[src/rtl/aes_pkg.sv]
// Shared constants, rcon helper and sequencer state type for the AES key schedule.
package aes_pkg;

   localparam int unsigned KEY_W     = 128;
   localparam int unsigned NR        = 10;
   localparam int unsigned IDX_W     = 4;
   localparam logic [7:0]  RCON_INIT = 8'h01;

   typedef enum logic [1:0] {
      IDLE   = 2'd0,
      EXPAND = 2'd1,
      GAP    = 2'd2,
      DONE   = 2'd3
   } ks_state_e;

   // GF(2^8) multiply-by-x with the AES reduction polynomial
   function automatic logic [7:0] xtime(input logic [7:0] x);
      return {x[6:0], 1'b0} ^ (x[7] ? 8'h1b : 8'h00);
   endfunction

endpackage

[src/rtl/aes_rk_store.sv]
// Round-key register file: (NR+1) x KEY_W, one write port, registered read.
// Ports:
//   clk_i, rst_i        clock, synchronous active-low clear of every entry and rdata_o
//   we_i/waddr_i/wdata_i write port
//   raddr_i/rdata_o     registered read; out-of-range index returns 0
module aes_rk_store
   import aes_pkg::*;
(
   input  logic             clk_i,
   input  logic             rst_i,
   input  logic             we_i,
   input  logic [IDX_W-1:0] waddr_i,
   input  logic [KEY_W-1:0] wdata_i,
   input  logic [IDX_W-1:0] raddr_i,
   output logic [KEY_W-1:0] rdata_o
);

   localparam int unsigned DEPTH = NR + 1;

   logic [KEY_W-1:0] mem_q [DEPTH];
   logic [KEY_W-1:0] rdata_q;

   // Read samples the pre-write contents, so a same-cycle write shows up on the next read
   always_ff @(posedge clk_i) begin
      if (!rst_i) begin
         for (int unsigned i = 0; i < DEPTH; i++) begin
            mem_q[i] <= '0;
         end
         rdata_q <= '0;
      end else begin
         if (we_i && (32'(waddr_i) < DEPTH)) begin
            mem_q[waddr_i] <= wdata_i;
         end
         rdata_q <= (32'(raddr_i) < DEPTH) ? mem_q[raddr_i] : '0;
      end
   end

   assign rdata_o = rdata_q;

endmodule

[src/rtl/aes_key_sched_ctrl.sv]
// AES-128 key schedule sequencer: accepts a cipher key, drives the external
// single-round expansion stage once per round and stores rk0..rk10.
// Ports:
//   clk_i, rst_i                      clock, synchronous active-low reset
//   key_valid_i/key_ready_o/key_i     cipher key handshake
//   xp_req_o/xp_key_o/xp_rcon_o       request to the expansion stage
//   xp_valid_i/xp_key_i               expansion stage result
//   rk_idx_i/rk_o                     registered round-key read port
//   sched_done_o, busy_o              status
module aes_key_sched_ctrl
   import aes_pkg::*;
(
   input  logic             clk_i,
   input  logic             rst_i,
   input  logic             key_valid_i,
   output logic             key_ready_o,
   input  logic [KEY_W-1:0] key_i,
   output logic             xp_req_o,
   output logic [KEY_W-1:0] xp_key_o,
   output logic [7:0]       xp_rcon_o,
   input  logic             xp_valid_i,
   input  logic [KEY_W-1:0] xp_key_i,
   input  logic [IDX_W-1:0] rk_idx_i,
   output logic [KEY_W-1:0] rk_o,
   output logic             sched_done_o,
   output logic             busy_o
);

   ks_state_e        state_q, state_d;
   logic [IDX_W-1:0] round_q, round_d;
   logic [7:0]       rcon_q, rcon_d;
   logic [KEY_W-1:0] cur_key_q, cur_key_d;
   logic             req_q, req_d;
   logic             ready_q, ready_d;
   logic             done_q, done_d;
   logic             busy_q, busy_d;

   logic             we_c;
   logic [IDX_W-1:0] waddr_c;
   logic [KEY_W-1:0] wdata_c;

   // Next-state, round/rcon update and store write; status outputs follow state_d
   always_comb begin
      state_d   = state_q;
      round_d   = round_q;
      rcon_d    = rcon_q;
      cur_key_d = cur_key_q;
      we_c      = 1'b0;
      waddr_c   = round_q;
      wdata_c   = xp_key_i;

      unique case (state_q)
         IDLE, DONE: begin
            if (key_valid_i && ready_q) begin
               we_c      = 1'b1;
               waddr_c   = '0;
               wdata_c   = key_i;
               cur_key_d = key_i;
               round_d   = IDX_W'(1);
               rcon_d    = RCON_INIT;
               state_d   = EXPAND;
            end
         end
         EXPAND: begin
            if (xp_valid_i) begin
               we_c      = 1'b1;
               cur_key_d = xp_key_i;
               if (round_q == IDX_W'(NR)) begin
                  state_d = DONE;
               end else begin
                  round_d = round_q + IDX_W'(1);
                  rcon_d  = xtime(rcon_q);
                  state_d = GAP;
               end
            end
         end
         GAP: begin
            state_d = EXPAND;
         end
         default: begin
            state_d = IDLE;
         end
      endcase

      req_d   = (state_d == EXPAND);
      busy_d  = (state_d == EXPAND) || (state_d == GAP);
      ready_d = (state_d == IDLE) || (state_d == DONE);
      done_d  = (state_d == DONE);
   end

   always_ff @(posedge clk_i) begin
      if (!rst_i) begin
         state_q   <= IDLE;
         round_q   <= '0;
         rcon_q    <= RCON_INIT;
         cur_key_q <= '0;
         req_q     <= 1'b0;
         ready_q   <= 1'b1;
         done_q    <= 1'b0;
         busy_q    <= 1'b0;
      end else begin
         state_q   <= state_d;
         round_q   <= round_d;
         rcon_q    <= rcon_d;
         cur_key_q <= cur_key_d;
         req_q     <= req_d;
         ready_q   <= ready_d;
         done_q    <= done_d;
         busy_q    <= busy_d;
      end
   end

   aes_rk_store u_store (
      .clk_i   (clk_i),
      .rst_i   (rst_i),
      .we_i    (we_c),
      .waddr_i (waddr_c),
      .wdata_i (wdata_c),
      .raddr_i (rk_idx_i),
      .rdata_o (rk_o)
   );

   assign key_ready_o  = ready_q;
   assign xp_req_o     = req_q;
   assign xp_key_o     = cur_key_q;
   assign xp_rcon_o    = rcon_q;
   assign sched_done_o = done_q;
   assign busy_o       = busy_q;

endmodule

[config.mk]
export PLATFORM = sky130hd
export DESIGN_NAME = aes_key_sched_ctrl
export DESIGN_NICKNAME = d
export VERILOG_FILES = /design/src/rtl/aes_pkg.sv /design/src/rtl/aes_rk_store.sv /design/src/rtl/aes_key_sched_ctrl.sv
export SDC_FILE = /design/constraint.sdc
export NUM_CORES = 2
export LEC_CHECK = 0
export BUFFER_PORTS_ARGS = -buffer_cell sky130_fd_sc_hd__buf_2
export CORE_UTILIZATION = 45
export CTS_CLUSTER_DIAMETER = 150
export DETAILED_ROUTE_END_ITERATION = 10
export SYNTH_ARGS = -nofsm -noshare
export SYNTH_HDL_FRONTEND = slang
export SYNTH_HIERARCHICAL = 1
export SYNTH_SLANG_ARGS = --single-unit
[constraint.sdc]
create_clock -name clk_i -period 18.1 [get_ports clk_i]
set_input_delay 1.81 -clock clk_i [delete_from_list [all_inputs] [get_ports clk_i]]
set_output_delay 1.81 -clock clk_i [all_outputs]
set_load 0.03 [all_outputs]
# Word-level counts from Yosys, hierarchy flattened
# Memories as Yosys holds them, arrays and structs flattened. A register that Yosys moved wholly into a read port is not among the register bits.
# Cells that the tools add are included.
[classes]
bitwise = 1
muxes = 30
magnitude_cmp = 2
addsub = 1
n_reduce_logical = 13
eq_ne = 10
[ops]
columns = ["cell", "n"]
rows = [
  ["2-to-1 mux 128 bit", 5],
  ["one-hot mux 128 bit (2 select lines)", 1],
  ["OR reduction 128 bit", 1],
  ["2-to-1 mux 4 bit", 6],
  ["2-to-1 mux 8 bit", 3],
  ["one-hot mux 8 bit (2 select lines)", 1],
  ["== test 2 bit, second input constant", 4],
  ["less-than comparator 4 bit, second input constant", 2],
  ["2-to-1 mux 1 bit", 8],
  ["one-hot mux 4 bit (2 select lines)", 1],
  ["XOR 8 x 5 -> 8 bit", 1],
  ["inequality test 2 bit, second input constant", 3],
  ["one-hot mux 2 bit (3 select lines)", 1],
  ["2-to-1 mux 5 bit", 1],
  ["adder 4 x 1 -> 4 bit, second input constant", 1],
  ["== test 2 x 1 -> 1 bit, second input constant", 2],
  ["== test 4 bit, second input constant", 1],
  ["logical NOT 2 bit", 2],
  ["2-to-1 mux 2 bit", 2],
  ["AND reduction 4 bit", 1],
  ["AND reduction 3 bit", 1],
  ["logical AND 1 bit", 2],
  ["logical OR 1 bit", 2],
  ["one-hot mux 1 bit (2 select lines)", 1],
  ["4 further kinds", 4],
]
[word_totals]
ff_bits = 146
inputBits = 264
n_memories = 1
word_cells = 66
ram_bits = 1408
[memory_table]
columns = ["name", "words", "word_bits", "rd", "rd_ports_with_merged_regs", "write_ports", "line", "source"]
rows = [
  ["u_store.mem_q", 11, 128, 1, 1, 11, "aes_rk_store.sv:20", "logic [KEY_W-1:0] mem_q [DEPTH];"],
]

# Depth between registers and ports, before layout
[logic_depth]
depth_word = 10
mapped_depth = 13
mapped_depth_nobuf = 8

# By module
# The synthesis kept the hierarchy.
[by_module_without_submodules]
columns = ["module", "instances", "cells_each", "area_each_um2", "seq_area_each_um2"]
rows = [
  ["aes_rk_store", 1, 4723, 64159.0, 43561.8],
  ["aes_key_sched_ctrl", 1, 821, 8235.4, 2922.8],
]

# Worst setup path before layout
# OpenSTA, ideal clock, no wires.
[synth_path]
path_kind = "input -> register"
startpoint = "input port key_valid_i"
endpoint = "memory u_store.mem_q[9][0], enable pin"
path_stages = 9
path_slack_ns = 4.721
arrival_ns = 12.576
setup_ns = 0.803
path_cell_list = "and2_1 > nand2_1 > buf_2 > buf_2 > and2_1 > inv_1 > clkbuf_1 > buf_2 > o31ai_1"
[synth_rtl]
columns = ["element", "line", "source"]
rows = [
  ["start: declaration", "aes_key_sched_ctrl.sv:15", "input logic key_valid_i,"],
  ["end: declaration", "aes_rk_store.sv:20", ""],
]

==> results.toml <==
[run_status]
status = "finished, final reports clean"

[setup_path]
rr_startpoint = "state_q[0]$_SDFF_PN0_"
cp.required_ns = 18.53
worst_path_max_delay_cell = "buf_4"
endpoint_kind = "register"
crit_chain = "buf_2, and2_1, nand2_4, buf_4, and2_1, nor2b_4, nand2_4, nand2_4, buf_4, buf_4"
reg2reg_depth = 10
crit_path_max_incr_delay_ns = 0.93
r2r_setup_slack_ns = 11.20
cp_data_arrival_time_ns = 7.68
crit_start = "key_valid_i"
path_max_fanout = 52
regToRegEndpoint = "u_store/mem_q[6][12]$_SDFFCE_PN0P_"
cp-start-kind = "input pin"
critical_path_class = "in2reg"

[grt]
grt_pass1_vias = 48700
grt_pass1_wl_um = 346000
use_met2_pct = 47.7
antenna_found_initial = 8
grt_max_degree = 129
grtUsageMet3_pct = 5.53
grt_usage_pct = 29.2
overflow = 0
grtUsageMet1_pct = 39.5
top_usage_layer = "met2"

[floorplan]
initial_core_util_pct = 45.5
die_height_um = 403
dieArea_mm2 = 0.162
pin_count = 532
std_cell_rows = 146
coreArea_mm2 = 0.159
die_x_um = 403

[cts]
postCtsHoldBufs = 0
cts_tree = "done"
cts_max_path_buffers = 3
numClockSinks = 1682
htreeDepth = 4
clk_latency_ns = 0.83
cts_made_buffers = 179
path_clk_slew_ns = 0.06
ctsResizeCount = 0
cts_setup_buffers = 0
root_buffer = "clkbuf_16"

[pwr]
p_clk_share_pct = 34.0
total_power_w = 0.0106
ir_worst_vdd_mv = 0.112
switching_power_w = 0.00334
p_sw_share_pct = 31.6
p_int_w = 0.00723
power_frac_comb_pct = 22.0
power_density_mw_per_mm2 = 129
share_seq_of_total_power_pct = 44.0
p_leak_nw = 30.2

[layout]
final_nets = 6086
drive_above_1_share_pct = 25.3
fillers = 13700
final_cells = 8117
area.growth.synth_to_final_pct = 13.3

[sta]
min_period_ns = 7.25
setup_viol = 0
finClkSkew_ns = 0.0284
tightestPinTransition_ns = 1.27
fin_tns_setup_ns = 0
hold_viol = 0
slew_headroom_pct = 14.8
fmax_mhz = 138
rsz0062_at_grt = "no"
slew_viol_final = 0
fin_crit_sh_pct = 40.1

[logic_synthesis]
ys_async_sr_fraction_pct = 0
synth_edf_count = 1280
synth_top_area_share_pct = 53.1
synth.distinct_cells = 51
synth.area.top_cells = "edfxtp_1, dfxtp_1, nor2_1"
netlist_top_cells_count = "nor2_1, edfxtp_1, dfxtp_1"
yosysMostFrequentCell = "nor2_1"
synth_fp_nets = 5814
yosys_warnings = 6
synth_top_area_cell = "edfxtp_1"
ys_seq_area_share_pct = 64.2
ys.flop_type = "edfxtp_1"
avgSynthCellArea_um2 = 13.1
syn_area_mm2 = 0.0724
synth_seq_cells = 1682
synthCells = 5544

[drt]
wirelength_um = 241000
drcViolationCount = 0
drt_iter0_drc = 5061
antenna_left = 0
via_per_inst = 6.07
dr.pass1.iters = 5
via_count = 49300
avgRoutedWirePerCell_um = 29.7

[placement]
place_inst = 7781
dp_hpwl_um = 135000
gp_congestion = 0.808
port_buffers = 531

[hold_path]
hold_depth = 2
worstHoldStart = "u_store/mem_q[10][75]$_SDFFE_PN0P_"
hold_class = "reg2reg"
holdPathEnd = "u_store/mem_q[10][75]$_SDFFE_PN0P_"

[job]
cap_violations = 0
## how the worst max path moves through the flow
stage,endpoint,slack [ns],cells past startpoint
floorplan,u_store/mem_q[9][0]$_DFFE_PP_,4.72,9
global placement,u_store/mem_q[6][43]$_SDFFCE_PN0P_,10.07,10
detailed placement,u_store/mem_q[8][122]$_SDFFCE_PN0P_,10.02,11
CTS,u_store/mem_q[8][122]$_SDFFCE_PN0P_,10.90,11
global route,u_store/mem_q[6][12]$_SDFFCE_PN0P_,10.66,10
finish,u_store/mem_q[6][12]$_SDFFCE_PN0P_,10.85,10
## layout by cell type (no fill, tap or decap), types with 3 or more instances in the layout
master      Yosys  routed
clkbuf_1      169      56
bufinv_16       0       7
nand2_1        30      12
a211oi_1      129     129
edfxtp_1     1280    1280
clkinv_1        0      22
nor2_1       1284    1283
clkinv_8        0       3
mux4_2        128     128
clkbuf_8        0      21
nand3_1        72      70
o211ai_1       60      60
dfxtp_1       402     402
nand2_4         0      18
buf_2         273     528
inv_1         134     133
clkinv_2        0      30
a2bb2oi_1     187     187
buf_4          39      94
ha_1            6       5
clkinvlp_4      0       3
and2_1          8       7
o21ai_0        67      67
o32ai_1       132     132
a21oi_1       200     199
o22ai_1       133     133
xnor2_1         3       3
inv_6           0       7
mux2_2        386     385
nand2b_4        0       3
mux2i_1       257     257
buf_12          0       5
clkbuf_16       0     184
o211ai_2       68      68
## kinds of logic (layout without fill, tap and decap cells)
logic type                 after synthesis  after routing  synth area share [%]
and+or+nand+nor                       1417           1417                  7.65
buffers and inverters                  675           1100                  4.29
DFF                                   1682           1682                  64.2
other                                    0              2                     0
muxes                                  772            772                  13.6
xor gates and xnor gates                 3              3                0.0363
AOI/OAI and AO/OA                      989            989                  10.1
adders and majority gates                6              6                 0.104
## routing by layer
metal	wire length (um)	part of all wire, %
met5	41	0.017
met4	7460	3.1
met3	21000	8.7
met2	115000	48
met1	98000	41
## critical path, delay by kind of cell
family	cells	cell delay (ns)
buf+inv	4	2.42
simple gates	6	3.33
## state kept, by name, indices dropped and copies added, names as in the netlist
register         cells
u_store/mem_q     1408
u_store/rdata_o    128
xp_key_o           128
xp_rcon_o            8
round_q              4
state_q              2
busy_o               1
key_ready_o          1
sched_done_o         1
xp_req_o             1
## power groups by stage
stage | Clock, W | Sequential [W] | Combinational, W
2_1_floorplan | 0 | 0.00501 | 0.00122
3_3_place_gp | 0 | 0.00471 | 0.00230
3_5_place_dp | 0 | 0.00472 | 0.00231
4_1_cts | 0.00363 | 0.00465 | 0.00232
5_1_grt | 0.00379 | 0.00468 | 0.00244
6_report | 0.00359 | 0.00464 | 0.00233
## layout make-up
| class | instances | area, um2 | share of cell area, % |
|---|---|---|---|
| Tap cell | 2146 | 2690 | 3.27 |
| Antenna cell | 2 | 5.00 | 0.00610 |
| Clock buffer | 261 | 5100 | 6.22 |
| Inverter | 136 | 520 | 0.635 |
| Timing Repair Buffer | 630 | 3490 | 4.26 |
| Multi-Input combinational cell | 3187 | 23100 | 28.2 |
| Clock inverter | 73 | 613 | 0.748 |
| Sequential cell | 1682 | 46500 | 56.7 |
## stage by stage
step           utilization [%]  setup slack, ns  cell area (um2)  hold WS, ns
3_5_place_dp              47.9            10.02            76300        0.468
5_1_grt                   51.5            10.66            82000        0.491
6_report                  51.5            10.85            82000        0.477
3_3_place_gp              47.9            10.07            76300        0.460
2_1_floorplan                -             4.72            72400        0.454
4_1_cts                   51.5            10.90            82000        0.475
No activity file was read; power rests on OpenSTA's default activity.
